**src/rtl/bus_load_arbiter_pkg.sv**
```systemverilog
// bus_arb_pkg: shared types and constants for the bus load arbiter.
//   state_t         : arbiter FSM state encoding
//   clog2/src_width : width helpers for the source index and watchdog counter
//   DEFAULT_TIMEOUT : default watchdog limit in cycles
package bus_arb_pkg;

  typedef enum logic {
    IDLE = 1'b0,
    XFER = 1'b1
  } state_t;

  localparam int DEFAULT_TIMEOUT = 16;

  function automatic int clog2(input int value);
    int result;
    result = 0;
    for (int i = 0; i < 31; i++) begin
      if ((1 << i) < value) result = i + 1;
    end
    return result;
  endfunction

  // Index width, never below one bit.
  function automatic int src_width(input int n);
    return (clog2(n) < 1) ? 1 : clog2(n);
  endfunction

endpackage

```
**src/rtl/bus_load_arbiter_if.sv**
```systemverilog
// bus_load_arbiter_if: request/grant and downstream handshake bundle.
//   REQ, REQ_DATA : per-requester request level and packed data words
//   ACK_IN        : downstream accept
//   GNT           : one-hot grant pulse back to the requesters
//   OUT_VALID, OUT_DATA, OUT_SRC : captured word and its source index
//   BUSY, ERR     : transfer in progress / watchdog abort pulse
// Modports: slave = arbiter side, master = requester/downstream side.
interface bus_load_arbiter_if
  import bus_arb_pkg::*;
#(
  parameter int NUM_REQ = 4,
  parameter int DATA_W  = 32,
  parameter int SRC_W   = src_width(NUM_REQ)
) ();

  logic [NUM_REQ-1:0]        REQ;
  logic [NUM_REQ*DATA_W-1:0] REQ_DATA;
  logic                      ACK_IN;
  logic [NUM_REQ-1:0]        GNT;
  logic                      OUT_VALID;
  logic [DATA_W-1:0]         OUT_DATA;
  logic [SRC_W-1:0]          OUT_SRC;
  logic                      BUSY;
  logic                      ERR;

  modport slave (
    input  REQ, REQ_DATA, ACK_IN,
    output GNT, OUT_VALID, OUT_DATA, OUT_SRC, BUSY, ERR
  );

  modport master (
    output REQ, REQ_DATA, ACK_IN,
    input  GNT, OUT_VALID, OUT_DATA, OUT_SRC, BUSY, ERR
  );

endinterface

```
**src/rtl/bus_load_arbiter_rr_pick.sv**
```systemverilog
// rr_pick: combinational round-robin picker.
//   req  : request vector (N bits)
//   ptr  : highest-priority index, must be < N
//   gnt  : one-hot winner
//   idx  : binary index of the winner
//   any  : at least one request set
module rr_pick
  import bus_arb_pkg::*;
#(
  parameter int N = 4,
  parameter int W = src_width(N)
) (
  input  logic [N-1:0] req,
  input  logic [W-1:0] ptr,
  output logic [N-1:0] gnt,
  output logic [W-1:0] idx,
  output logic         any
);

  always_comb begin
    gnt = '0;
    idx = '0;
    any = 1'b0;
    for (int k = 0; k < N; k++) begin
      int j;
      j = int'(ptr) + k;
      if (j >= N) j = j - N;
      if (!any && req[j]) begin
        any    = 1'b1;
        gnt[j] = 1'b1;
        idx    = W'(j);
      end
    end
  end

endmodule

```
**src/rtl/bus_load_arbiter.sv**
```systemverilog
// bus_load_arbiter: round-robin arbiter sharing one registered load stage.
//   CLK, RST_N : clock, asynchronous active-low reset
//   bus        : slave side of bus_load_arbiter_if (REQ/REQ_DATA/ACK_IN in,
//                GNT/OUT_VALID/OUT_DATA/OUT_SRC/BUSY/ERR out)
//
// state | meaning
// IDLE  | no word held, waiting for any request
// XFER  | word held on OUT_DATA, waiting for ACK_IN or watchdog expiry
module bus_load_arbiter
  import bus_arb_pkg::*;
#(
  parameter int NUM_REQ = 4,
  parameter int DATA_W  = 32,
  parameter int TIMEOUT = DEFAULT_TIMEOUT,
  parameter int SRC_W   = src_width(NUM_REQ)
) (
  input logic                CLK,
  input logic                RST_N,
  bus_load_arbiter_if.slave  bus
);

  localparam int CNT_W = src_width(TIMEOUT + 1);
  localparam logic [CNT_W-1:0] CNT_LAST = (TIMEOUT > 0) ? CNT_W'(TIMEOUT - 1) : '0;
  localparam logic [SRC_W-1:0] SRC_LAST = SRC_W'(NUM_REQ - 1);

  state_t              state_q, state_d;
  logic [SRC_W-1:0]    ptr_q;
  logic [CNT_W-1:0]    cnt_q;
  logic [NUM_REQ-1:0]  gnt_q;
  logic                valid_q;
  logic [DATA_W-1:0]   data_q;
  logic [SRC_W-1:0]    src_q;
  logic                err_q;

  logic [SRC_W-1:0]    ptr_adv;
  logic [SRC_W-1:0]    pick_ptr;
  logic [NUM_REQ-1:0]  eff_req;
  logic [NUM_REQ-1:0]  pick_gnt;
  logic [SRC_W-1:0]    pick_idx;
  logic                pick_any;
  logic [DATA_W-1:0]   sel_data;

  logic                complete;
  logic                timeout_hit;
  logic                load;
  logic                advance;
  logic                drop;

  // Pointer after the current transfer, wrapping at NUM_REQ-1.
  assign ptr_adv  = (src_q == SRC_LAST) ? '0 : src_q + SRC_W'(1);
  // Back-to-back re-arbitration must already see the advanced pointer.
  assign pick_ptr = (state_q == XFER) ? ptr_adv : ptr_q;
  // The requester being granted this cycle may still hold REQ high.
  assign eff_req  = bus.REQ & ~gnt_q;

  rr_pick #(.N(NUM_REQ), .W(SRC_W)) u_pick (
    .req (eff_req),
    .ptr (pick_ptr),
    .gnt (pick_gnt),
    .idx (pick_idx),
    .any (pick_any)
  );

  always_comb begin
    sel_data = '0;
    for (int i = 0; i < NUM_REQ; i++) begin
      if (pick_gnt[i]) sel_data = bus.REQ_DATA[i*DATA_W +: DATA_W];
    end
  end

  assign complete    = (state_q == XFER) && bus.ACK_IN;
  assign timeout_hit = (TIMEOUT > 0) && (state_q == XFER) && !bus.ACK_IN
                       && (cnt_q == CNT_LAST);

  always_ff @(posedge CLK or negedge RST_N) begin
    if (!RST_N) state_q <= IDLE;
    else        state_q <= state_d;
  end

  always_comb begin
    state_d = state_q;
    case (state_q)
      IDLE: if (pick_any) state_d = XFER;
      XFER: begin
        if (complete)         state_d = pick_any ? XFER : IDLE;
        else if (timeout_hit) state_d = IDLE;
      end
      default: state_d = IDLE;
    endcase
  end

  always_comb begin
    load    = 1'b0;
    advance = 1'b0;
    drop    = 1'b0;
    case (state_q)
      IDLE: load = pick_any;
      XFER: begin
        load    = complete && pick_any;
        advance = complete || timeout_hit;
        drop    = (complete && !pick_any) || timeout_hit;
      end
      default: ;
    endcase
  end

  always_ff @(posedge CLK or negedge RST_N) begin
    if (!RST_N) begin
      ptr_q   <= '0;
      cnt_q   <= '0;
      gnt_q   <= '0;
      valid_q <= 1'b0;
      data_q  <= '0;
      src_q   <= '0;
      err_q   <= 1'b0;
    end else begin
      err_q <= timeout_hit;
      if (advance) ptr_q <= ptr_adv;

      if (load) begin
        gnt_q   <= pick_gnt;
        valid_q <= 1'b1;
        data_q  <= sel_data;
        src_q   <= pick_idx;
      end else begin
        gnt_q <= '0;
        if (drop) valid_q <= 1'b0;
      end

      if ((TIMEOUT > 0) && (state_q == XFER) && !bus.ACK_IN && !timeout_hit)
        cnt_q <= cnt_q + CNT_W'(1);
      else
        cnt_q <= '0;
    end
  end

  assign bus.GNT       = gnt_q;
  assign bus.OUT_VALID = valid_q;
  assign bus.OUT_DATA  = data_q;
  assign bus.OUT_SRC   = src_q;
  assign bus.BUSY      = (state_q == XFER);
  assign bus.ERR       = err_q;

endmodule

```
**src/flat_wrapper.sv**
```systemverilog
// flat-port wrapper written by rule: the top's interface ports become plain ports
module bus_load_arbiter_flat import bus_arb_pkg::*;
#(
  parameter int NUM_REQ = 4,
  parameter int DATA_W  = 32,
  parameter int TIMEOUT = DEFAULT_TIMEOUT,
  parameter int SRC_W   = src_width(NUM_REQ)
)
  (CLK, RST_N, bus_REQ, bus_REQ_DATA, bus_ACK_IN, bus_GNT, bus_OUT_VALID, bus_OUT_DATA, bus_OUT_SRC, bus_BUSY, bus_ERR);
  bus_load_arbiter_if #(.NUM_REQ(NUM_REQ), .DATA_W(DATA_W), .SRC_W(SRC_W)) bus_i ();
  input logic CLK;
  input logic RST_N;
  input wire logic [$bits(bus_i.REQ)-1:0] bus_REQ;
  input wire logic [$bits(bus_i.REQ_DATA)-1:0] bus_REQ_DATA;
  input wire logic [$bits(bus_i.ACK_IN)-1:0] bus_ACK_IN;
  output wire logic [$bits(bus_i.GNT)-1:0] bus_GNT;
  output wire logic [$bits(bus_i.OUT_VALID)-1:0] bus_OUT_VALID;
  output wire logic [$bits(bus_i.OUT_DATA)-1:0] bus_OUT_DATA;
  output wire logic [$bits(bus_i.OUT_SRC)-1:0] bus_OUT_SRC;
  output wire logic [$bits(bus_i.BUSY)-1:0] bus_BUSY;
  output wire logic [$bits(bus_i.ERR)-1:0] bus_ERR;
  assign bus_i.REQ = bus_REQ;
  assign bus_i.REQ_DATA = bus_REQ_DATA;
  assign bus_i.ACK_IN = bus_ACK_IN;
  assign bus_GNT = bus_i.GNT;
  assign bus_OUT_VALID = bus_i.OUT_VALID;
  assign bus_OUT_DATA = bus_i.OUT_DATA;
  assign bus_OUT_SRC = bus_i.OUT_SRC;
  assign bus_BUSY = bus_i.BUSY;
  assign bus_ERR = bus_i.ERR;
  bus_load_arbiter #(.NUM_REQ(NUM_REQ), .DATA_W(DATA_W), .TIMEOUT(TIMEOUT), .SRC_W(SRC_W)) u_core (.CLK(CLK), .RST_N(RST_N), .bus(bus_i));
endmodule
```
**config.mk**
```make
export PLATFORM = sky130hd
export DESIGN_NAME = bus_load_arbiter_flat
export DESIGN_NICKNAME = d
export VERILOG_FILES = /design/src/rtl/bus_load_arbiter_pkg.sv /design/src/rtl/bus_load_arbiter_if.sv /design/src/rtl/bus_load_arbiter_rr_pick.sv /design/src/rtl/bus_load_arbiter.sv /design/src/flat_wrapper.sv
export SDC_FILE = /design/constraint.sdc
export NUM_CORES = 1
export LEC_CHECK = 0
export CELL_PAD_IN_SITES_DETAIL_PLACEMENT = 1
export CELL_PAD_IN_SITES_GLOBAL_PLACEMENT = 2
export CORE_AREA = 2 2 96 190
export CTS_CLUSTER_SIZE = 10
export DETAILED_ROUTE_END_ITERATION = 16
export DIE_AREA = 0 0 98 192
export PLACE_DENSITY_LB_ADDON = 0.1
export SLEW_MARGIN = 20
export SYNTH_ARGS = -nofsm -noshare
export SYNTH_HDL_FRONTEND = slang
export SYNTH_SLANG_ARGS = --single-unit
```
**constraint.sdc**
```tcl
create_clock -name CLK -period 4.25 [get_ports CLK]
set_input_delay 1.0625 -clock CLK [delete_from_list [all_inputs] [get_ports CLK]]
set_output_delay 1.0625 -clock CLK [all_outputs]
set_load 0.05 [all_outputs]
```
==> flow_summary.toml <==
[run_status]
status = "finished, final reports clean"

[timing]
tightestPinTransition_ns = 0.728
setup-tns-final_ns = 0
slew_violations = 0
rsz0062_at_grt = "false"
setup_viol = 0
maxSlewHeadroom = 0.515
skew_ns = 0.00678
finalHoldViolations = 0
holdWs_ns = 0.464
finalCritPeriodShare = 0.937
clock.fmax_ghz = 0.251
period_needed_ns = 3.98

[logic_synthesis]
synth_area_per_cell_um2 = 8.18
synth_top_cell_area_share = 0.294
synth_edf_count = 0
ys_async_sr_fraction = 1.00
syn_area_um2 = 4090
netlist_instances = 500
syn-num-nets = 646
synth-main-ff-cell = "dfrtp_1"
yosysWarnings = 0
ys_ff_latch = 48
synth.largest_area_cell = "dfrtp_1"
ys_seq_area_frac = 0.294
yosysUniqueCellTypes = 55
netlist_top_cells_area = "dfrtp_1 29%, o211ai_1 18%, nand3_1 8.1%, nand2_1 6.9%, a311oi_1 5.8%"

[cells_and_area]
num-fill-cells = 2045
area_growth_pct = 55.9
drive_above_1_share = 0.0959
stdcell_area_um2 = 6380
final_nets = 802
fin_util = 0.369

[worst_setup_path]
arrival_ns = 4.21
cp_max_fo = 19
startpoint_type = "flop"
rr_worst_depth = 11
crit_path_end_kind = "flop"
required_ns = 4.47
reg2reg_from = "u_core.bus.OUT_SRC[0]"
r2r_end = "u_core.bus.OUT_DATA[12]"
timing.setup.critical_path_class = "reg2reg"
r2r_slack_ns = 0.27

[clock_network]
cts_tree = "built"
htreeDepth = 2
cts.sinks = 48
cts_hold_buffers = 0
clk_pin_slew_worst_paths_ns = 0.07
cts_buffer_depth = 2
post-cts-setup-buffers = 0
postCtsResizedCells = 0
clk_latency_ns = 0.31
root_buffer = "clkbuf_16"
numCtsBuffers = 5

[die]
die_width_um = 98
core_area_um2 = 17300
die_area_um2 = 18800
io_pins = 176
die_h_um = 192
rows = 68
start_util = 0.237

[detailed_routing]
drcViolationCount = 0
wl_um = 20300
firstDrtPassIters = 4
routedWlPerCell_um = 23.2
vias_per_cell = 5.51
ant_nets = 0
drtIter0Drc = 110
vias = 4813

[grt]
antenna_found_initial = 7
grt_max_degree = 36
grt_overflow = 0
grt_pass1_vias = 5370
grt_first_pass_wirelength_um = 30900
grtUsageTotal = 0.214

[min_path]
whs_path_depth = 1
hold_end = "u_core.cnt_q[0]"
hold_path.class = "reg2reg"
worstHoldStart = "u_core.cnt_q[0]"

[placement]
place_congestion = 0.842
place_hpwl_um = 15000
portBuffers = 175
postPlaceCellArea_um2 = 6120

[power]
powerDensity_nw_per_um2 = 1080
irDropWorstVdd_v = 0.000498
power_mw = 6.88
total_leakage_power_nw = 2.25

[flow_run]
max_cap_violations = 0
how the worst max path moves through the flow:
stage / from / endpoint / cells after the start
6_report: u_core.bus.OUT_SRC[0] / u_core.bus.OUT_DATA[12] / 11
5_1_grt: u_core.bus.OUT_SRC[0] / u_core.bus.OUT_DATA[27] / 11
2_1_floorplan: u_core.bus.OUT_SRC[0] / u_core.bus.OUT_DATA[11] / 11
4_1_cts: u_core.bus.OUT_SRC[0] / u_core.bus.OUT_DATA[12] / 11
3_3_place_gp: bus_REQ[1] / u_core.bus.OUT_DATA[12] / 9
3_5_place_dp: bus_REQ[1] / u_core.bus.OUT_DATA[12] / 9
cell type report:
type	count	area, um^2	share of cell area
multi-input cells	391	2660	0.417
repair buffers	201	1990	0.312
flip-flops and latches	48	1200	0.188
well taps	210	263	0.0412
clock buffers	5	125	0.0196
clock inverters	3	90.1	0.0141
inverters	9	36.3	0.00569
diodes	7	17.5	0.00275
routing by layer:
metal	track usage	part of all wire	wire, um	vias up
li1	-	-	-	2256
met1	0.215	0.35	7150	2381
met2	0.422	0.57	11700	145
met3	0.0247	0.037	757	31
met4	0.107	0.035	714	0
met5	0	0	0	-
worst max-delay path, cell delays in order, from the launching register on:
cell	delay, ns
dfrtp_1	0.46
ha_1	0.29
nor3b_4	0.46
nor2_8	0.14
ha_1	0.40
a2111oi_0	0.32
a22o_2	0.51
nor2_4	0.13
o221ai_4	0.60
buf_12	0.24
a311oi_1	0.15
o211ai_1	0.18
registers in the layout, summed over array words and instances, names as in the netlist:
register	count
u_core.bus.ERR	1
u_core.bus.OUT_SRC	2
u_core.cnt_q	5
u_core.bus.OUT_DATA	32
u_core.bus.OUT_VALID	1
u_core.bus.BUSY	1
u_core.ptr_q	2
u_core.bus.GNT	4
cell usage after synthesis (all sizes together), types with 2 or more instances:
master,n
a311oi,33
nor2,13
nand2b,7
mux2,2
buf,27
inv,9
xnor2,2
o221ai,3
nand2,75
a221oi,4
and2,2
dfrtp,48
a21oi,2
nand3,66
clkbuf,25
o211ai,97
a31oi,4
o221a,2
mux2i,4
nor3,2
o21ai,40
o31ai,2
a22o,2
nor2b,5
ha,11
logic make-up after synthesis:
family / synth area share
muxes: 0.0217
AOI/OAI and AO/OA: 0.370
buffers and inverters: 0.0716
adders and majority gates: 0.0336
and+or+nand+nor: 0.203
DFF: 0.294
xor gates and xnor gates: 0.00643
cells in the final DEF (no fill, tap or decap), types with 3 or more instances in the layout:
cell type,netlist,routed
nor2b_1,4,4
ha_1,11,11
inv_1,8,8
bufinv_16,0,3
nand2b_1,7,7
clkbuf_16,0,5
diode_2,0,7
dfrtp_1,48,48
a221oi_1,4,4
nand3_1,66,66
a311oi_2,6,6
clkdlybuf4s50_1,0,174
buf_4,5,23
a311oi_1,27,27
o21ai_1,32,32
nand2_1,75,75
nor2_1,11,11
o211ai_1,97,97
o21ai_0,7,7
per-stage QoR:
step	setup WS (ns)	std cells
after floorplan	0.880	500
after detailed placement	0.0569	858
after global placement	0.138	858
after CTS	0.259	866
final	0.266	874
after global routing	0.0497	874
power by group:
group / total [mW] / internal, mW / switching [mW]
Sequential: 0.786 / 0.664 / 0.121
Combinational: 5.50 / 1.98 / 3.52
Clock: 0.601 / 0.397 / 0.203
Total: 6.88 / 3.04 / 3.84
Power figures use the tool's default switching activity.
